--- config.mk ---
export PLATFORM = sky130hd
export DESIGN_NAME = mult_dispatch
export DESIGN_NICKNAME = d
export VERILOG_FILES = /design/src/rtl/mult_pkg.sv /design/src/rtl/mult_dispatch_fifo.sv /design/src/rtl/mult_dispatch.sv
export SDC_FILE = /design/constraint.sdc
export NUM_CORES = 1
export LEC_CHECK = 0
export CAP_MARGIN = 15
export CELL_PAD_IN_SITES_DETAIL_PLACEMENT = 0
export CELL_PAD_IN_SITES_GLOBAL_PLACEMENT = 1
export CORE_ASPECT_RATIO = 1.25
export CORE_MARGIN = 3
export CORE_UTILIZATION = 44
export DETAILED_ROUTE_END_ITERATION = 12
export PLACE_DENSITY = 0.8
export SYNTH_ARGS = -nofsm -noshare
export SYNTH_HDL_FRONTEND = slang
export SYNTH_SLANG_ARGS = --single-unit
--- constraint.sdc ---
create_clock -name clk -period 3 [get_ports clk]
set_clock_uncertainty 0.2 [all_clocks]
set_input_delay 0.45 -clock clk [delete_from_list [all_inputs] [get_ports clk]]
set_output_delay 0.45 -clock clk [all_outputs]
set_load 0.1 [all_outputs]
--- src/rtl/mult_pkg.sv ---
// Shared defaults and FSM encoding for the multiplier dispatch block.
package mult_pkg;

  localparam int unsigned WIDTH_DEF      = 4;
  localparam int unsigned FIFO_DEPTH_DEF = 4;
  localparam int unsigned TIMEOUT_DEF    = 32;

  // Dispatch FSM states; START drives the one-cycle multiplier kick.
  typedef enum logic [2:0] {
    ST_IDLE   = 3'd0,
    ST_START  = 3'd1,
    ST_ARM    = 3'd2,
    ST_WAIT   = 3'd3,
    ST_RESULT = 3'd4
  } state_t;

endpackage

--- src/rtl/mult_dispatch_fifo.sv ---
// Synchronous operand FIFO with occupancy count; read data is the head entry.
module mult_dispatch_fifo #(
  parameter int unsigned DATA_W = 8,
  parameter int unsigned DEPTH  = 4
) (
  input  logic                     clk,
  input  logic                     reset,
  input  logic                     push,
  input  logic                     pop,
  input  logic [DATA_W-1:0]        wdata,
  output logic [DATA_W-1:0]        rdata,
  output logic [$clog2(DEPTH):0]   count,
  output logic                     full
);

  localparam int unsigned AW = $clog2(DEPTH);
  localparam int unsigned CW = AW + 1;

  logic [DATA_W-1:0] mem [DEPTH];
  logic [AW-1:0]     wr_ptr;
  logic [AW-1:0]     rd_ptr;
  logic              do_push;
  logic              do_pop;

  assign full    = (count == CW'(DEPTH));
  assign do_push = push && !full;
  assign do_pop  = pop && (count != '0);
  assign rdata   = mem[rd_ptr];

  // Pointers wrap naturally because DEPTH is a power of two.
  always_ff @(posedge clk or negedge reset) begin
    if (!reset) begin
      wr_ptr <= '0;
      rd_ptr <= '0;
      count  <= '0;
    end else begin
      if (do_push) wr_ptr <= wr_ptr + AW'(1);
      if (do_pop)  rd_ptr <= rd_ptr + AW'(1);
      case ({do_push, do_pop})
        2'b10:   count <= count + CW'(1);
        2'b01:   count <= count - CW'(1);
        default: count <= count;
      endcase
    end
  end

  // Storage array; contents are don't-care until written.
  always_ff @(posedge clk) begin
    if (do_push) mem[wr_ptr] <= wdata;
  end

endmodule

--- src/rtl/mult_dispatch.sv ---
// Feeds buffered operand pairs to a start/done multiplier and returns results
// on a valid/ready stream, aborting hung operations with a watchdog.
module mult_dispatch
  import mult_pkg::*;
#(
  parameter int unsigned WIDTH      = WIDTH_DEF,
  parameter int unsigned FIFO_DEPTH = FIFO_DEPTH_DEF,
  parameter int unsigned TIMEOUT    = TIMEOUT_DEF
) (
  input  logic                          clk,
  input  logic                          reset,
  input  logic                          in_valid,
  output logic                          in_ready,
  input  logic [WIDTH-1:0]              in_a,
  input  logic [WIDTH-1:0]              in_b,
  output logic                          out_valid,
  input  logic                          out_ready,
  output logic [2*WIDTH-1:0]            out_product,
  output logic                          out_timeout,
  output logic                          mul_start,
  output logic [WIDTH-1:0]              mul_multiplicand,
  output logic [WIDTH-1:0]              mul_multiplier,
  input  logic [2*WIDTH-1:0]            mul_product,
  input  logic                          mul_done,
  output logic                          busy,
  output logic [$clog2(FIFO_DEPTH):0]   fifo_count
);

  localparam int unsigned DW = 2 * WIDTH;
  localparam int unsigned WW = $clog2(TIMEOUT) + 1;

  state_t          state;
  state_t          state_next;
  logic            pop;
  logic            done_hit;
  logic            timeout_hit;
  logic            fifo_full;
  logic [DW-1:0]   fifo_rdata;
  logic [WW-1:0]   wd_count;

  // Nothing is accepted while reset is held, even though the FIFO is empty.
  assign in_ready = reset && !fifo_full;

  mult_dispatch_fifo #(
    .DATA_W (DW),
    .DEPTH  (FIFO_DEPTH)
  ) u_fifo (
    .clk   (clk),
    .reset (reset),
    .push  (in_valid && in_ready),
    .pop   (pop),
    .wdata ({in_a, in_b}),
    .rdata (fifo_rdata),
    .count (fifo_count),
    .full  (fifo_full)
  );

  // State register.
  always_ff @(posedge clk or negedge reset) begin
    if (!reset) state <= ST_IDLE;
    else        state <= state_next;
  end

  // Next-state and control strobes; ARM deliberately ignores a stale done.
  always_comb begin
    state_next  = state;
    pop         = 1'b0;
    done_hit    = 1'b0;
    timeout_hit = 1'b0;
    case (state)
      ST_IDLE: begin
        if ((fifo_count != '0) && !out_valid) begin
          pop        = 1'b1;
          state_next = ST_START;
        end
      end
      ST_START: state_next = ST_ARM;
      ST_ARM:   state_next = ST_WAIT;
      ST_WAIT: begin
        if (mul_done) begin
          done_hit   = 1'b1;
          state_next = ST_RESULT;
        end else if (wd_count == WW'(TIMEOUT - 1)) begin
          timeout_hit = 1'b1;
          state_next  = ST_RESULT;
        end
      end
      ST_RESULT: state_next = ST_IDLE;
      default:   state_next = ST_IDLE;
    endcase
  end

  // Watchdog: cleared while the start pulse is out, counts ARM and WAIT cycles.
  always_ff @(posedge clk or negedge reset) begin
    if (!reset) begin
      wd_count <= '0;
    end else if (state == ST_START) begin
      wd_count <= '0;
    end else if ((state == ST_ARM) || (state == ST_WAIT)) begin
      wd_count <= wd_count + WW'(1);
    end
  end

  // Multiplier interface registers; operands only change on a pop.
  always_ff @(posedge clk or negedge reset) begin
    if (!reset) begin
      mul_start        <= 1'b0;
      mul_multiplicand <= '0;
      mul_multiplier   <= '0;
      busy             <= 1'b0;
    end else begin
      mul_start <= (state_next == ST_START);
      busy      <= (state_next != ST_IDLE);
      if (pop) begin
        mul_multiplicand <= fifo_rdata[DW-1:WIDTH];
        mul_multiplier   <= fifo_rdata[WIDTH-1:0];
      end
    end
  end

  // Result register held until the consumer handshakes; done beats timeout.
  always_ff @(posedge clk or negedge reset) begin
    if (!reset) begin
      out_valid   <= 1'b0;
      out_product <= '0;
      out_timeout <= 1'b0;
    end else begin
      if (done_hit) begin
        out_product <= mul_product;
        out_timeout <= 1'b0;
      end else if (timeout_hit) begin
        out_product <= '0;
        out_timeout <= 1'b1;
      end
      if (done_hit || timeout_hit) out_valid <= 1'b1;
      else if (out_valid && out_ready) out_valid <= 1'b0;
    end
  end

endmodule

==> parameters.txt, run 1 <==
Parameter                              Value

Synthesis
  Dominant synthesized flop cell ... dfrtp_1
  Sequential cell area fraction in the yosys report ... 63.5%
  Syn Nets ... ~220
  Total of flip-flops plus latches after synthesis ... 68
  Largest cells by area after synthesis ... edfxtp_1, dfrtp_1, mux4_1
  Top cell type by total area after synthesis ... edfxtp_1
  Number of synthesis warnings ... 0
  List of most frequent post-synthesis cells ... dfrtp_1, edfxtp_1, inv_1, o21ai_0
  Gate count after technology mapping ... roughly 190
  Total standard cell area after synthesis ... 2930 µm²
  Share of flip-flops with an asynchronous set or reset ... 52.9%
  Yosys top cell area share ... 32.8%
  Unique masters post-synth ... 42
  Number of synthesized flops with an enable pin ... 32
  Average instance area after synthesis ... between 15 and 20 µm²
  Dominant cell by count in the synthesized netlist ... dfrtp_1

Drt
  Length of the first detailed-routing pass in iterations ... 4
  Number of vias after detailed routing ... 1645
  Count of antenna-violating nets left after detailed routing ... 0
  Routed WL per cell ... 14.9 µm
  Detailed router's first-iteration violation count ... 66
  Number of vias per cell ... ~5.0
  DRT Wirelength ... 4.92 mm
  Number of DRC violations after detailed routing ... 0

Layout
  Summed area of non-filler cells in the final layout ... 3580 µm²
  Final design utilization ... 56.7%
  Antenna diode count ... 0
  Fraction of layout instances using a drive strength above 1 ... 22.8%
  Layout-stage area growth over the synthesis result ... 22.3%
  Net total in the final layout ... around 270
  Count of filler cells inserted in the layout ... 540

Place
  RePlAce Congestion ... 0.724
  Estimated wirelength of the detail-placed design ... 3.38 mm
  Post-Place Cell Area ... 3380 µm²
  Dpl ws ... 0.626 ns
  I/O Buffers ... between 40 and 50

Clocking
  Clock latency on the worst-skew pair ... about 0.33 ns
  Clock net sink count ... 68
  Setup Fix Bufs, Post-CTS ... 0
  Clock tree from TritonCTS ... yes
  Cell at the root of the clock tree ... clkbuf_8
  Deepest clock path buffer count ... 2
  Num CTS Buffers ... 9
  H-tree level count ... 3
  Clock slew at reported path FFs ... around 0.070 ns

Timing
  Final Hold Viols ... 0
  Achievable frequency ... about 0.38 GHz
  Final setup vio count ... 0
  Final setup slack of the worst path ... roughly 0.4 ns
  Setup repair after global routing missed its margin ... false
  Worst slew margin ... 56.7%
  Transition time of the tightest slew-check pin ... ~0.64 ns
  Setup Total Neg Slack ... 0 ns
  Pins Over Slew Limit ... 0
  Final critical path time including I/O delays and setup ... 2.61 ns
  Final critical-path share of the clock period ... 87.0%

Critical path
  Worst reg2reg path depth ... 9
  Type of element launching the critical path ... primary input
  Worst-path maximum fanout ... 37
  Critical path capture point type ... output pin
  Worst Setup Path Type ... in -> out
  Data arrival at the endpoint of the critical path ... 1.96 ns
  Data required, critical path ... 2.35 ns

Floorplanning
  Initial Utilization ... 46.3%
  Die boundary width ... 79.0 µm
  Die height ... 97.3 µm
  Core Rows ... 32
  Num ports ... 45
  Die area ... 7680 µm²
  Area of the core region ... 6330 µm²

Min path
  Number of cells on the worst hold path ... 1
  Type of the worst min-delay path ... reg -> reg

Outcome
  Status ... finished clean

Global routing
  Wire length of the first global-routing pass ... approximately 8 mm
  Overflow left after global routing ... 0
  Antenna violations before repair ... 0
  Pin count of the biggest net entering global routing ... 38
  Overall track demand over capacity in global routing ... 14.0%
  Vias in the first global route ... ~1600

Job
  Max-cap violation count ... 0
==> critical path, stage by stage <==
cell and delay, ns:
dlygate4sd3_1 0.52, buf_2 0.13, buf_4 0.40, o31a_1 0.26
buf_12 0.18
==> cells in the final DEF, fill, tap and decap left out, types with 2 or more instances in the layout <==
| master | netlist | layout |
|---|---|---|
| a22o_1 | 3 | 3 |
| a22oi_1 | 8 | 8 |
| and2_1 | 4 | 4 |
| buf_4 | 0 | 25 |
| clkbuf_8 | 0 | 9 |
| clkdlybuf4s50_1 | 0 | 19 |
| clkinv_2 | 0 | 2 |
| clkinvlp_4 | 0 | 2 |
| dfrtp_1 | 36 | 36 |
| edfxtp_1 | 32 | 32 |
| ha_1 | 6 | 6 |
| inv_1 | 20 | 20 |
| mux2_2 | 4 | 4 |
| mux2_4 | 7 | 7 |
| mux2i_1 | 3 | 3 |
| mux4_1 | 8 | 8 |
| nand2_1 | 3 | 3 |
| nand2b_1 | 2 | 2 |
| nand3_1 | 4 | 4 |
| nor2_1 | 6 | 6 |
| nor3_1 | 2 | 2 |
| o21ai_0 | 9 | 9 |
| xnor2_1 | 5 | 5 |
==> final cells by class <==
type | instances | area, µm² | area share (%)
tap | 85 | 106 | 2.97
clock buffer | 9 | 124 | 3.46
timing repair buffer | 47 | 413 | 11.5
multi-input combinational | 95 | 937 | 26.1
clock inverter | 7 | 67.6 | 1.88
inverter | 20 | 75.1 | 2.09
sequential | 68 | 1860 | 51.9
==> per-layer routing <==
layer  track usage (%)  vias to the layer above  part of all wire (%)
met4              7.54                        0                   1.5
met1              16.8                      804                    43
met5                 0                        -                     0
met2              23.0                       26                    52
met3              3.15                        5                   3.3
li1                  -                      810                     -
==> flip-flops by register name, indices dropped and copies added (netlist names), 3 cells and up <==
| register | cells |
|---|---|
| mul_multiplicand | 4 |
| mul_multiplier | 4 |
| out_product | 8 |
| state | 3 |
| u_fifo.count | 3 |
| u_fifo.mem | 32 |
| wd_count | 6 |
==> what timing repair did <==
| action | 4_1_cts | 5_1_grt |
|---|---|---|
| hold buffers | 1 | 0 |
| endpoints found under the hold margin | 5 | 0 |
| resized for setup | 0 | 0 |
==> final timing paths <==
kind,start,to,slack (ns)
max in group asynchronous,reset,out_product[0],1.73
worst min-delay path,out_timeout,out_timeout,0.29
worst max register to register,state[1],u_fifo.count[2],0.76
min in group asynchronous,reset,wd_count[1],0.53
worst min register to register,out_timeout,out_timeout,0.29
worst max-delay path,reset,in_ready,0.39
==> logic make-up after synthesis <==
family	count (synthesis)	share of synthesized area [%]
flops	68	63.5
compound gates	32	7.64
buf+inv	28	4.52
simple gates	28	5.98
mux	22	13.3
fa+ha+maj	7	3.24
xor+xnor	6	1.79
==> through the flow <==
| stage | hold WS (ns) | std cells |
|---|---|---|
| after global placement | 0.275 | 314 |
| final | 0.292 | 331 |
| after floorplan | -0.0456 | 191 |
| after CTS | 0.297 | 331 |
| after detailed placement | 0.281 | 314 |
| after global routing | 0.311 | 331 |
Power of run 1 is left out: the tool's default activity adds up to more than one toggle a clock period on the data nets, which glitch-free logic cannot reach.
==> run 2, diff against run 1 <==
--- a/config.mk
+++ b/config.mk
@@ -13,6 +13,7 @@
 export CORE_UTILIZATION = 44
 export DETAILED_ROUTE_END_ITERATION = 12
 export PLACE_DENSITY = 0.8
+export RECOVER_POWER = 100
 export SYNTH_ARGS = -nofsm -noshare
 export SYNTH_HDL_FRONTEND = slang
 export SYNTH_SLANG_ARGS = --single-unit
==> parameters.txt, run 2 (same netlist as run 1, synthesis figures left out) <==
Parameter                              Value

Global routing
  Vias in the first global route ... 1610 (unchanged)
  Pin count of the biggest net entering global routing ... 38 (unchanged)
  Wire length of the first global-routing pass ... 8.02 mm (unchanged)
  Antenna violations before repair ... 0 (unchanged)
  Overall track demand over capacity in global routing ... 14.0% (unchanged)
  Overflow left after global routing ... 0 (unchanged)

Critical path
  Worst Setup Path Type ... in -> out (unchanged)
  Type of element launching the critical path ... primary input (unchanged)
  Worst reg2reg path depth ... 9 (unchanged)
  Instance count on the critical path ... 5 (unchanged)
  Buffering stage count on the worst path with inverters included ... 4 (unchanged)
  Worst-path maximum fanout ... 37 (unchanged)
  Crit path largest cell delay ... 0.52 ns (about the same)
  Critical path capture point type ... output pin (unchanged)
  Endpoint of the worst register-to-register path ... u_fifo.count[2] (unchanged)
  Data required, critical path ... 2.35 ns (about the same)
  Data arrival at the endpoint of the critical path ... 2.02 ns (was 1.96 ns)
  Setup crit start ... reset (unchanged)
  Setup slack of the worst register-to-register path ... 0.66 ns (was 0.76 ns)
  Worst r2r src ... state[1] (unchanged)
  Critical path capture point ... in_ready (unchanged)
  Worst path cell trace ... dlygate4sd3_1 > clkbuf_1 > buf_4 > o31a_1 > buf_12 (was dlygate4sd3_1 > buf_2 > buf_4 > o31a_1 > buf_12)
  Slowest CP cell ... dlygate4sd3_1 (unchanged)
  Cell family with most CP delay ... buffers and inverters (unchanged)

Layout
  Leading cell types in the layout, fill and taps excluded ... dfrtp_1, edfxtp_1, clkbuf_1 (was dfrtp_1, edfxtp_1, buf_4)
  Net total in the final layout ... 269 (unchanged)
  Count of filler cells inserted in the layout ... 571 (was 540)
  Antenna diode count ... 0 (unchanged)
  Commonest non-fill, non-tap cell in the layout ... dfrtp_1 (unchanged)
  Layout-stage area growth over the synthesis result ... 17.6% (was 22.3%)
  Max reg flops ... 32 (unchanged)
  Fraction of layout instances using a drive strength above 1 ... 8.94% (was 22.8%)
  Top register by number of flip-flops ... u_fifo.mem (unchanged)
  Largest registers ranked by flip-flop count ... u_fifo.mem (32), out_product (8), wd_count (6) (unchanged)

Drt
  Detailed router's first-iteration violation count ... 61 (was 66)
  Routed WL per cell ... 14.9 µm (about the same)
  Length of the first detailed-routing pass in iterations ... 4 (unchanged)
  Number of vias after detailed routing ... 1635 (was 1645)
  Count of antenna-violating nets left after detailed routing ... 0 (unchanged)
  DRT Wirelength ... 4.93 mm (was 4.92 mm)
  Number of vias per cell ... 4.94 (was 4.97)
  Number of DRC violations after detailed routing ... 0 (unchanged)

Timing
  Transition time of the tightest slew-check pin ... 1.19 ns (was 0.645 ns)
  Pins Over Slew Limit ... 0 (unchanged)
  Final Hold Viols ... 0 (unchanged)
  Final critical path time including I/O delays and setup ... 2.67 ns (was 2.61 ns)
  Final setup vio count ... 0 (unchanged)
  Setup Total Neg Slack ... 0 ns (unchanged)
  Final critical-path share of the clock period ... 88.8% (was 87.0%)
  Setup repair after global routing missed its margin ... false (unchanged)
  Achievable frequency ... 0.375 GHz (was 0.383 GHz)
  Worst slew margin ... 21.0% (was 56.7%)

Clocking
  Num CTS Buffers ... 9 (unchanged)
  Clock slew at reported path FFs ... 0.07 ns (about the same)
  Setup Fix Bufs, Post-CTS ... 0 (unchanged)
  H-tree level count ... 3 (unchanged)
  Clock net sink count ... 68 (unchanged)
  Count of hold-fix buffers inserted at cts ... 1 (unchanged)
  PostCTS Resize Cnt ... 0 (unchanged)
  Clock tree from TritonCTS ... yes (unchanged)
  Cell at the root of the clock tree ... clkbuf_8 (unchanged)
  Deepest clock path buffer count ... 2 (unchanged)
  Clock latency on the worst-skew pair ... 0.33 ns (about the same)

Place
  RePlAce Congestion ... 0.724 (unchanged)
  Estimated wirelength of the detail-placed design ... 3.38 mm (unchanged)
  I/O Buffers ... 44 (unchanged)

Floorplanning
  Num ports ... 45 (unchanged)
  Initial Utilization ... 46.3% (unchanged)
  Die boundary width ... 79.0 µm (unchanged)
  Core Rows ... 32 (unchanged)
  Area of the core region ... 6330 µm² (unchanged)
  Die area ... 7680 µm² (unchanged)
  Die height ... 97.3 µm (unchanged)

Outcome
  Status ... finished clean (unchanged)

Job
  Max-cap violation count ... 0 (unchanged)

Min path
  Type of the worst min-delay path ... reg -> reg (unchanged)
[run 2: cell types whose count changed in the layout (fill, tap and decap cells not counted), sizes merged]
cell,change
dlygate4sd3,+8
clkdlybuf4s50,-8
clkbuf,+25
buf,-25
[run 2: worst min path at each step]
stage / start / end / slack [ns] / depth (start not counted)
2_1_floorplan: reset / busy / -0.05 / 0
3_3_place_gp: out_timeout / out_timeout / 0.28 / 1
3_5_place_dp: out_timeout / out_timeout / 0.28 / 1
4_1_cts: out_timeout / out_timeout / 0.30 / 1
5_1_grt: out_timeout / out_timeout / 0.31 / 1
6_report: out_timeout / out_timeout / 0.29 / 1
[run 2: metrics by stage]
step           area, µm²  worst slack, ns  util (%)  std cells  hold WS [ns]
2_1_floorplan       2930            0.213         -        191       -0.0456
3_3_place_gp        3380            0.639      53.5        314         0.275
3_5_place_dp        3380            0.626      53.5        314         0.281
4_1_cts             3580            0.336      56.7        331         0.297
5_1_grt             3450            0.201      54.5        331         0.309
6_report            3450            0.335      54.5        331         0.288
[run 2: worst register-to-register path: stages, from the launching register on]
cell	delay [ns]
dfrtp_1	0.49
nor4_1	0.45
nand2_2	0.10
inv_1	0.07
ha_1	0.17
inv_1	0.06
fa_1	0.37
xor2_1	0.15
nor2_1	0.11
xnor2_1	0.12
[run 2: cell type report]
class / instances / area [µm²] / area share (%)
clock inverters: 7 / 67.6 / 1.96
clock buffers: 9 / 124 / 3.59
well taps: 85 / 106 / 3.09
repair buffers: 47 / 322 / 9.33
multi-input cells: 95 / 891 / 25.8
flip-flops and latches: 68 / 1860 / 54.0
inverters: 20 / 75.1 / 2.18
[run 2: layer usage]
layer | up-vias | track usage, % | wire length, µm
li1 | 808 | - | -
met1 | 790 | 16.8 | 2100
met2 | 30 | 23.0 | 2560
met3 | 7 | 3.15 | 183
met4 | 0 | 7.54 | 83
met5 | - | 0 | 0
Power of run 2 is left out for the same reason.
==> patch 1: new RTL, config.mk and constraints of run 2 <==
The 5 states of `state_t` get a one-hot encoding in 5 bits.
--- a/src/rtl/mult_pkg.sv
+++ b/src/rtl/mult_pkg.sv
@@ -8,8 +8,8 @@
   // Dispatch FSM states; START drives the one-cycle multiplier kick.
-  typedef enum logic [2:0] {
-    ST_IDLE   = 3'd0,
-    ST_START  = 3'd1,
-    ST_ARM    = 3'd2,
-    ST_WAIT   = 3'd3,
-    ST_RESULT = 3'd4
+  typedef enum logic [4:0] {
+    ST_IDLE   = 5'b00001,
+    ST_START  = 5'b00010,
+    ST_ARM    = 5'b00100,
+    ST_WAIT   = 5'b01000,
+    ST_RESULT = 5'b10000
   } state_t;
Check against the original RTL: same outputs for any inputs over 10 cycles, from zero or initial values and one cycle with reset low; not proved beyond that.
==> patch 1 against run 2 <==
Worst setup slack better by 0.10 ns; via count grew 1.1%; sequential cell count grew 2; fmax increased by 4.1%; area after synthesis is 3.8% lower; cell area is 0.98% lower; hold slack worse by 0.0096 ns; non-clock buffer count is 1 higher; routed wire length about the same; sequential share of layout area rose by 2.1 points; register-to-register slack got worse by 0.21 ns; count of clock-buffer cells in the layout did not move; utilization up 0.51 points; critical endpoint unchanged.
Power is not shown: default switching activity piles up to over one toggle a cycle in this logic, so the estimate is an artifact.
==> patch 1: results (changes against run 2) <==
Synth
  • Synth cell types: 36 (-14%)
  • Synth Area per Inst: 14.2 um2 (-7.2%)
  • Synth area leaders: edfxtp_1 34%, dfrtp_1 33%, mux4_2 6.4%, nand2_1 4.3%, ha_1 2.7%
  • Sequential fraction of the synthesis area: 0.678 (+0.0430)
  • Syn. warnings: 0 (unchanged)
  • FFs w/ async S/R, synth: 0.543 (+0.0134)
  • Syn_nets: 226 (+3.2%)
  • Top cells by count, synth: 37 x dfrtp_1, 32 x edfxtp_1, 32 x nand2_1

Route
  • Vias per cell: 4.85 (-1.9%)
  • Initial DRC count: 90 (+48%)
  • WL met3: 264 um (+44%)
  • WL met1: 2170 um (+3.0%)
  • Routed wire length: 4930 um (about the same)
  • Vias: 1653 (+1.1%)
  • DR WL met2: 2440 um (-4.6%)
  • DR pass1 iterations: 4 (unchanged)

Setup path
  • Largest stage delay on the critical path: 0.52 ns (about the same)
  • Worst reg-to-reg setup slack: 0.45 ns (-0.21 ns)
  • Crit path from: reset
  • Crit-path max FO: 6 (-84%)
  • R2R Path Start: state[0]
  • Slowest cell on the critical path: dlygate4sd3_1
  • Data arrival time of the worst path: 1.91 ns (-0.11 ns)

Cells and area
  • Layout Nets: 279 (+3.7%)
  • Fraction of layout cells with a size suffix above 1: 0.121 (+0.0317)
  • Fillers: 579 (+1.4%)
  • Ant diodes: 0 (unchanged)
  • Largest registers: u_fifo.mem (32), out_product (8), wd_count (6)

Clock network
  • CTS resizes: 0 (unchanged)
  • Clk Latency, worst-skew pair: 0.33 ns (about the same)
  • Clock transition at path regs: 0.07 ns (about the same)
  • Root Driver: clkbuf_8
  • CTS buffer count: 9 (unchanged)

Placed design
  • DPL Wire Length: 3500 um (+3.7%)
  • I/O Buffers: 44 (unchanged)
  • Placed cells: 324 (+3.2%)
  • Gpl congestion: 0.750 (+3.5%)

Run status
  • Status: finished, final reports clean

Global route
  • Gr usage total: 0.150 (+0.0100)
  • Number of global-route vias before repair: 1761 (+9.4%)
  • Largest net degree at the start of global routing: 39 (+2.6%)
  • Antenna violations before repair: 0 (unchanged)
  • First-pass GRT wire length: 8380 um (+4.5%)

Hold path
  • Hold path startpoint: mul_multiplicand[3]
  • Class of the worst hold path: flop to flop

Timing
  • Actual slew at the worst max-slew pin: 1.21 ns (+0.0190 ns)

Run
  • Max capacitance violation total: 0 (unchanged)
==> patch 1: cells by family after synthesis <==
family,count (synthesis),synth area share
flops,70,0.678
compound gates,22,0.0581
xor+xnor,10,0.0337
simple gates,59,0.0993
mux,9,0.0678
fa+ha+maj,7,0.0337
buf+inv,21,0.0293
==> patch 1: worst register-to-register path, stage by stage, from the launching register on <==
cell	delay [ns]
dfstp_1	0.54
nor4b_1	0.24
o311ai_0	0.25
inv_2	0.21
ha_1	0.21
inv_1	0.06
fa_1	0.37
xor2_1	0.15
nor2_1	0.11
xor2_1	0.14
==> patch 1: final timing paths <==
kind | end | cells after the start
setup / recovery | in_ready | 5
hold / removal | mul_multiplicand[3] | 2
setup reg to reg | u_fifo.count[2] | 9
hold reg to reg | mul_multiplicand[3] | 2
max in group asynchronous | u_fifo.count[1] | 3
min in group asynchronous | wd_count[0] | 3
==> patch 1: per-layer routing <==
metal	vias up	global-route usage
met2	44	0.247
met3	5	0.0369
li1	804	-
met4	0	0.0846
met5	-	0
met1	800	0.180
==> patch 1: final cells by class <==
type	count	share of cell area
Clock buffer	9	0.0363
Clock inverter	7	0.0213
Inverter	15	0.0165
Multi-Input combinational cell	107	0.243
Sequential cell	70	0.561
Tap cell	85	0.0312
Timing Repair Buffer	48	0.0902
==> patch 1: stage by stage <==
step                instance area (um2)  utilization  hold WS, ns  worst slack [ns]
CTS                                3540        0.571        0.289             0.419
finish                             3410        0.550        0.278             0.439
detailed placement                 3340        0.538        0.270             0.433
global placement                   3340        0.538        0.262             0.536
global route                       3410        0.550        0.315             0.180
floorplan                          2840            -      -0.0456            0.0142
==> patch 1: repair_timing <==
item                                   in CTS  in global routing
hold buffers                                1                  0
setup buffers                               0                  0
endpoints found under the hold margin      22                  0
==> patch 2: new RTL, config.mk and constraints of run 2 <==
Made on the original files. The package constant `TIMEOUT_DEF` goes from 32 to 64.
--- a/src/rtl/mult_pkg.sv
+++ b/src/rtl/mult_pkg.sv
@@ -5,3 +5,3 @@
   localparam int unsigned FIFO_DEPTH_DEF = 4;
-  localparam int unsigned TIMEOUT_DEF    = 32;
+  localparam int unsigned TIMEOUT_DEF    = 64;
 
Function: same outputs for any inputs over 10 cycles, from zero or initial values and one cycle with reset low; that may be too few to reach the edited logic, so the function may still have changed.
==> patch 2 against run 2 <==
The run now ends with max-capacitance violations, max-slew violations left; non-clock buffer count decreased by 2; worst setup slack better by 0.10 ns; utilization rose by 0.11 points; global-route usage is 0.82 points higher; routed wire length up 3.7%; first-iteration DRC count increased by 25%; area after synthesis shrank 0.55%; cell area shrank 0.44%; sequential cell count grew 1.
Power is left out: the tool's default activity adds up to more than one toggle a clock period on the data nets, which glitch-free logic cannot reach.
==> patch 2: results (changes against run 2) <==
Placed design
  • Gpl congestion: 0.750 (+3.6%)
  • Dpl ws: 0.469 ns (-0.157 ns)
  • DPL Wire Length: 3470 um (+2.8%)

Route
  • Vias: 1682 (+2.9%)
  • WL met1: 2250 um (+7.0%)
  • Max layer used: met4
  • Routed len/inst: 15.5 um (+3.7%)
  • Initial DRC count: 76 (+25%)
  • DR pass1 iterations: 6 (+2)
  • DR WL met2: 2560 um (-0.23%)
  • WL met3: 245 um (+34%)

Global route
  • GR met2 Demand/Resource: 0.246 (+0.0163)
  • Met1 GRT Util: 0.182 (+0.0138)
  • First-pass GRT wire length: 8560 um (+6.6%)
  • Antenna violations before repair: 0 (unchanged)
  • Met3 Track Usage GR: 0.0372 (+0.00570)
  • Gr usage total: 0.148 (+0.00825)

Cells and area
  • Largest registers: u_fifo.mem (32), out_product (8), wd_count (7)
  • Fillers: 563 (-1.4%)
  • Fraction of layout cells with a size suffix above 1: 0.154 (+0.0650)
  • Layout Nets: 269 (unchanged)

Synth
  • Syn_nets: 221 (+0.91%)
  • Sequential fraction of the synthesis area: 0.647 (+0.0121)
  • Top cells by count, synth: 37 x dfrtp_1, 32 x edfxtp_1, 20 x inv_1
  • FFs w/ async S/R, synth: 0.536 (+0.00682)
  • Synth cell types: 46 (+9.5%)
  • Synth area leaders: edfxtp_1 33%, dfrtp_1 32%, mux4_2 6.2%, mux2_2 3.9%, ha_1 2.6%
  • Syn. warnings: 0 (unchanged)

Hold path
  • Class of the worst hold path: flop to flop
  • Hold path startpoint: out_timeout

Setup path
  • Crit-path max FO: 10 (-73%)
  • Data arrival time of the worst path: 2.63 ns (+0.61 ns)
  • Worst reg-to-reg setup slack: 0.44 ns (-0.22 ns)
  • Crit path from: state[2]

Clock network
  • Root Driver: clkbuf_8
  • Total setup buffers inserted after CTS: 0 (unchanged)
  • Clock transition at path regs: 0.09 ns (+0.02 ns)
  • H-tree depth: 3 (unchanged)
  • CTS buffer count: 9 (unchanged)
  • Clk Latency, worst-skew pair: 0.34 ns
  • CTS resizes: 0 (unchanged)
  • Post-CTS Hold Buffers: 0 (-1)

Run status
  • Violated checks: max-capacitance violations, max-slew violations
  • Status: complete, but fails checks

Timing
  • Tmin final: 2.56 ns (-0.103 ns)
  • Slew Limit Fails: 38 (+38)
  • Relative slew slack: -0.344 (-0.553)

Run
  • Max capacitance violation total: 1 (+1)
patch 2: layout make-up:
class	instances	area share
flip-flops and latches	69	0.550
multi-input cells	95	0.257
repair buffers	45	0.0864
clock buffers	9	0.0361
well taps	85	0.0310
inverters	21	0.0230
clock inverters	7	0.0168
patch 2: per-stage QoR:
| stage | instance area, um2 | util | std cells | hold slack, ns |
|---|---|---|---|---|
| after floorplan | 2920 | - | 193 | -0.0456 |
| after global placement | 3370 | 0.535 | 315 | 0.302 |
| after detailed placement | 3370 | 0.535 | 315 | 0.307 |
| after CTS | 3550 | 0.564 | 331 | 0.0639 |
| after global routing | 3430 | 0.546 | 331 | 0.339 |
| final | 3430 | 0.546 | 331 | 0.316 |
patch 2: worst paths after layout:
path | end | cells past startpoint
max | u_fifo.count[2] | 9
min | out_timeout | 2
max reg2reg | u_fifo.count[2] | 9
min reg2reg | out_timeout | 2
max in group asynchronous | state[0] | 2
min in group asynchronous | state[2] | 2
patch 2: cell families (layout without fill, tap and decap cells):
| family | after synthesis | in the layout | share of synthesized area |
|---|---|---|---|
| multiplexers | 20 | 20 | 0.107 |
| flip-flops | 69 | 69 | 0.647 |
| AND/OR/NAND/NOR | 25 | 25 | 0.0562 |
| buffers and inverters | 29 | 82 | 0.0446 |
| XOR/XNOR | 6 | 6 | 0.0180 |
| AO/OA/AOI/OAI | 37 | 37 | 0.0940 |
| adder cells (fa/ha/maj) | 7 | 7 | 0.0326 |
patch 2: critical path: stages, from the launching register on:
cell and delay, ns:
dfrtp_1 0.49, nor4_4 0.33, o31ai_1 0.21, inv_2 0.23
ha_1 0.22, inv_1 0.06, fa_1 0.37, xor2_1 0.15
nor2_1 0.11, xnor2_1 0.12
